<file path="src/rtl/spi_slave_ctrl.sv">
// SPI slave front end for a single-port RAM: decodes the select bit, assembles
// RX_W-bit command words for the RAM and serialises RAM read data back on miso.
module spi_slave_ctrl #(
    parameter int RX_W = 10,
    parameter int TX_W = 8
) (
    input  logic            clk,
    input  logic            rst,
    input  logic            ss_n,
    input  logic            mosi,
    output logic            miso,
    output logic [RX_W-1:0] rx_data,
    output logic            rx_valid,
    input  logic [TX_W-1:0] tx_data,
    input  logic            tx_valid
);

    localparam int TXC_W = $clog2(TX_W + 1);
    localparam logic [3:0] RX_LAST = 4'(RX_W - 1);
    localparam logic [3:0] RX_FULL = 4'(RX_W);
    localparam logic [TXC_W-1:0] TX_LAST = TXC_W'(TX_W - 1);

    typedef enum logic [2:0] {
        IDLE,
        CHK_CMD,
        WRITE,
        READ_ADD,
        READ_DATA
    } state_t;

    state_t           r_state;
    logic             r_rd_addr_seen;
    logic [3:0]       r_bit_cnt;
    // The final bit goes straight into rx_data, so only RX_W-1 bits are held here.
    logic [RX_W-2:0]  r_rx_sr;
    logic [TX_W-1:0]  r_tx_sr;
    logic [TXC_W-1:0] r_tx_cnt;
    logic             r_tx_busy;
    logic             r_tx_done;

    always_ff @(posedge clk or posedge rst) begin
        if (rst) begin
            r_state        <= IDLE;
            r_rd_addr_seen <= 1'b0;
            r_bit_cnt      <= '0;
            r_rx_sr        <= '0;
            r_tx_sr        <= '0;
            r_tx_cnt       <= '0;
            r_tx_busy      <= 1'b0;
            r_tx_done      <= 1'b0;
            rx_data        <= '0;
            rx_valid       <= 1'b0;
            miso           <= 1'b0;
        end else begin
            rx_valid <= 1'b0;
            if (r_state != IDLE && ss_n) begin
                r_state   <= IDLE;
                r_bit_cnt <= '0;
                r_rx_sr   <= '0;
                r_tx_sr   <= '0;
                r_tx_cnt  <= '0;
                r_tx_busy <= 1'b0;
                r_tx_done <= 1'b0;
                miso      <= 1'b0;
            end else begin
                case (r_state)
                    IDLE: begin
                        if (!ss_n) r_state <= CHK_CMD;
                    end
                    CHK_CMD: begin
                        if (!mosi)               r_state <= WRITE;
                        else if (r_rd_addr_seen) r_state <= READ_DATA;
                        else                     r_state <= READ_ADD;
                    end
                    default: begin
                        if (r_bit_cnt != RX_FULL) begin
                            r_rx_sr   <= {r_rx_sr[RX_W-3:0], mosi};
                            r_bit_cnt <= r_bit_cnt + 4'd1;
                            if (r_bit_cnt == RX_LAST) begin
                                rx_data  <= {r_rx_sr, mosi};
                                rx_valid <= 1'b1;
                                if (r_state == READ_ADD) r_rd_addr_seen <= 1'b1;
                            end
                        end else if (r_state == READ_DATA) begin
                            // Wait phase, then one shift-out per frame; later tx_valid is ignored.
                            if (r_tx_busy) begin
                                miso     <= r_tx_sr[TX_W-1];
                                r_tx_sr  <= {r_tx_sr[TX_W-2:0], 1'b0};
                                r_tx_cnt <= r_tx_cnt + TXC_W'(1);
                                if (r_tx_cnt == TX_LAST) begin
                                    r_tx_busy      <= 1'b0;
                                    r_tx_done      <= 1'b1;
                                    r_rd_addr_seen <= 1'b0;
                                end
                            end else begin
                                miso <= 1'b0;
                                if (!r_tx_done && tx_valid) begin
                                    r_tx_sr   <= tx_data;
                                    r_tx_cnt  <= '0;
                                    r_tx_busy <= 1'b1;
                                end
                            end
                        end
                    end
                endcase
            end
        end
    end

endmodule

</file>
<file path="config.mk">
export PLATFORM = sky130hd
export DESIGN_NAME = spi_slave_ctrl
export DESIGN_NICKNAME = d
export VERILOG_FILES = /design/src/rtl/spi_slave_ctrl.sv
export SDC_FILE = /design/constraint.sdc
export NUM_CORES = 1
export LEC_CHECK = 0
export CAP_MARGIN = 30
export CORE_MARGIN = 2
export CORE_UTILIZATION = 36
export CTS_BUF_LIST = sky130_fd_sc_hd__clkbuf_8
export CTS_CLUSTER_DIAMETER = 150
export CTS_CLUSTER_SIZE = 24
export DETAILED_ROUTE_END_ITERATION = 12
export PLACE_DENSITY = 0.62
export SLEW_MARGIN = 25
export SYNTH_ARGS = -nofsm -noshare
export SYNTH_HDL_FRONTEND = slang
export SYNTH_SLANG_ARGS = --single-unit
</file>
<file path="constraint.sdc">
create_clock -name clk -period 3.15 [get_ports clk]
set_input_delay 0.7875 -clock clk [delete_from_list [all_inputs] [get_ports clk]]
set_output_delay 0.7875 -clock clk [all_outputs]
set_load 0.01 [all_outputs]
</file>
==> results.txt <==
Setup CP Type: in -> reg
Arrival time of data at the critical path endpoint: 2.35 ns
Fill cell total of the finished layout: 552
CTS H-tree depth: 2
Fin Clk Skew: 0.00556 ns
Chip height: 79.5 um
Initial Util: 37.2%
Seq cells post-synth: 43
Setup repair after global routing missed its margin: no
1st-iter DRT viols: 61
Ratio of total power to cell area: 488 nW/um2
Core region area: 5510 um2
Total wire length after detailed routing: 3650 um
Final cell area excluding filler cells: 2430 um2
Startpoint type of the worst setup path: input pin
Summed negative setup slack over all endpoints: 0 ns
Port Buffers: 24
Sequential fraction of the synthesis area: 52.5%
Multi-input gate area in the final layout: 891 um2
Post-route clock period utilization: 68.5%
Fraction of the core area covered by cells at the end of the flow: 44.1%
Die area: 6310 um2
Remaining antenna violation count after routing: 0
Number of sinks handled by clock tree synthesis: 43
Aggregate global-route resource usage: 12.9%
Vias after detailed routing: 1418
Number of cells upsized or downsized after cts: 0
Pins Over Slew Limit: 0
FF/Latch Area: 1080 um2
Antenna diodes: 0
Total half-perimeter wirelength after legalization and detailed placement: 2440 um
Ys flop type: dfrtp_1
Worst-case hold slack: 0.510 ns
Count of hold buffers inserted by post-cts repair: 0
Gp weighted congestion: 0.727
Crit path max-delay family: buffers and inverters
Global-route wire length before repair: 6410 um
Proportion of layout cells with a drive suffix above 1: 16.5%
Maximum clock rate: 464 MHz
Peak VDD IR: 0.192 mV
Num ports: 25
Number of antenna violations at the first check in global routing: 0
Post-synthesis net count: 203
DRC viols: 0
Transition time at the pin with the least slew margin: 0.807 ns
Series of cell instances along the critical path: clkdlybuf4s50_1 -> nor2_1 -> nand2_1 -> mux2_2
Post-Synthesis Cell Area: 2050 um2
Tmin final: 2.16 ns
Deepest clock path buffer count: 2
Hold crit path type: reg -> reg
Number of vias per cell: 4.99
Setup repair bufs after CTS: 0
Slowest-stage cell, CP: clkdlybuf4s50_1
GR Overflow Total: 0
Number of buffers and inverters on the critical path: 1
Skew-Pair Late Insertion Delay: 0.30 ns
Synth top area share: 52.5%
LEAKAGE: 1.05 nW
Slowest cell delay on critical path: 0.66 ns
Area of placed instances: 2330 um2
Number of failing setup endpoints in the final timing report: 0
Post-synthesis async set-or-reset flop share: 100%
Status: finished clean
Per-instance average area after synthesis: 11.0 um2
Maximum net fanout on the critical path: 11
Biggest area contributors in the synthesized netlist: dfrtp_1 (53%), mux2_2 (9.3%), nand2_1 (4.4%)
Clk root buf: clkbuf_8
Number of enable flip-flop cells after synthesis: 0
Max Cap Viol: 0
Slew HR: 46.0%
Final Net Count: 228
Vias in the first global route: 1421
Final Hold Viols: 0
Synth unique cells: 39
Chip width: 79.5 um
CTS tree: yes
Routed length per instance: 12.8 um
Reg clk slew, reported paths: 0.09 ns
First-pass iteration count of the detailed router: 4
Required time worst endpoint: 3.34 ns
Pin count of the biggest net entering global routing: 44
Cell taking the most area after synthesis: dfrtp_1
Capturing element type of the critical path: flop
Num CTS Buffers: 5
Number of standard-cell rows in the floorplan: 27
Number of warnings printed during yosys synthesis: 0
Area growth syn-to-layout: 18.4%
Cells after Synth: 186
logic make-up (layout without fill, tap and decap cells):
| kind of cell | Yosys count | after routing | share of synthesized area, % |
|---|---|---|---|
| mux | 25 | 25 | 13.2 |
| fa+ha+maj | 4 | 4 | 2.44 |
| buf+inv | 15 | 41 | 4.03 |
| compound gates | 26 | 26 | 9.04 |
| xor+xnor | 4 | 4 | 1.71 |
| simple gates | 69 | 69 | 17.0 |
| flops | 43 | 43 | 52.5 |
layer usage:
layer	global-route usage (%)	vias up	routed length, um
li1	-	690	-
met1	16.4	697	1740
met2	21.3	23	1720
met3	3.28	8	124
met4	4.66	0	62
met5	0	-	0
worst paths after layout:
check,depth (start not counted),startpoint,to,slack (ns)
setup / recovery,4,ss_n,rx_data[1],0.99
hold / removal,1,r_tx_sr[4],r_tx_sr[4],0.51
setup reg to reg,6,r_bit_cnt[0],r_bit_cnt[1],1.17
hold reg to reg,1,r_tx_sr[4],r_tx_sr[4],0.51
max in group asynchronous,3,rst,r_state[1],1.86
min in group asynchronous,3,rst,r_tx_sr[3],0.92
stage by stage:
| stage | total power, W | worst slack, ns | cells |
|---|---|---|---|
| after floorplan | 0.000777 | 1.36 | 186 |
| after global placement | 0.000824 | 0.687 | 276 |
| after detailed placement | 0.000829 | 0.670 | 276 |
| after CTS | 0.00120 | 0.995 | 284 |
| after global routing | 0.00125 | 0.893 | 284 |
| final | 0.00118 | 0.993 | 284 |
cell usage in the layout (no fill, tap or decap), types with 2 or more instances in the layout:
cell,instances
nand3_1,4
nand4_1,2
o21ai_4,2
clkbuf_8,5
o21ai_0,2
inv_1,8
xnor2_1,2
clkinvlp_4,2
mux2i_1,8
nor2b_1,2
a21oi_1,12
xor2_1,2
mux2_2,17
clkdlybuf4s50_1,24
nand2b_1,2
nor2_1,20
ha_1,4
nand3b_1,3
a31oi_1,2
dfrtp_1,43
a211oi_1,2
nand4b_1,2
nand2_1,24
area by class of cell:
class / count / area share [%]
flip-flops and latches: 43 / 44.3
multi-input cells: 128 / 36.7
repair buffers: 25 / 10.2
well taps: 72 / 3.71
clock buffers: 5 / 2.84
inverters: 8 / 1.24
clock inverters: 3 / 0.979
power breakdown:
part	internal, W	switching [W]
Combinational	0.0000833	0.0000816
Clock	0.000159	0.000212
Sequential	0.000604	0.0000444
Total	0.000846	0.000338
sequential cells by signal, indices dropped and copies added (netlist names):
signal,count
rx_data,10
r_rx_sr,9
r_tx_sr,8
r_bit_cnt,4
r_tx_cnt,4
r_state,3
miso,1
r_rd_addr_seen,1
r_tx_busy,1
r_tx_done,1
rx_valid,1
Yosys cell counts (all sizes together), types with 2 or more instances:
cell / number
nand4: 2
nand3b: 3
xnor2: 2
nor2b: 2
and3: 2
mux2i: 8
nand3: 5
mux2: 17
o21ai: 4
a21oi: 13
nand2b: 2
ha: 4
nor2: 20
a31oi: 2
nand2: 24
xor2: 2
dfrtp: 43
a211oi: 2
buf: 6
inv: 8
nand4b: 2
Power figures use the tool's default switching activity.
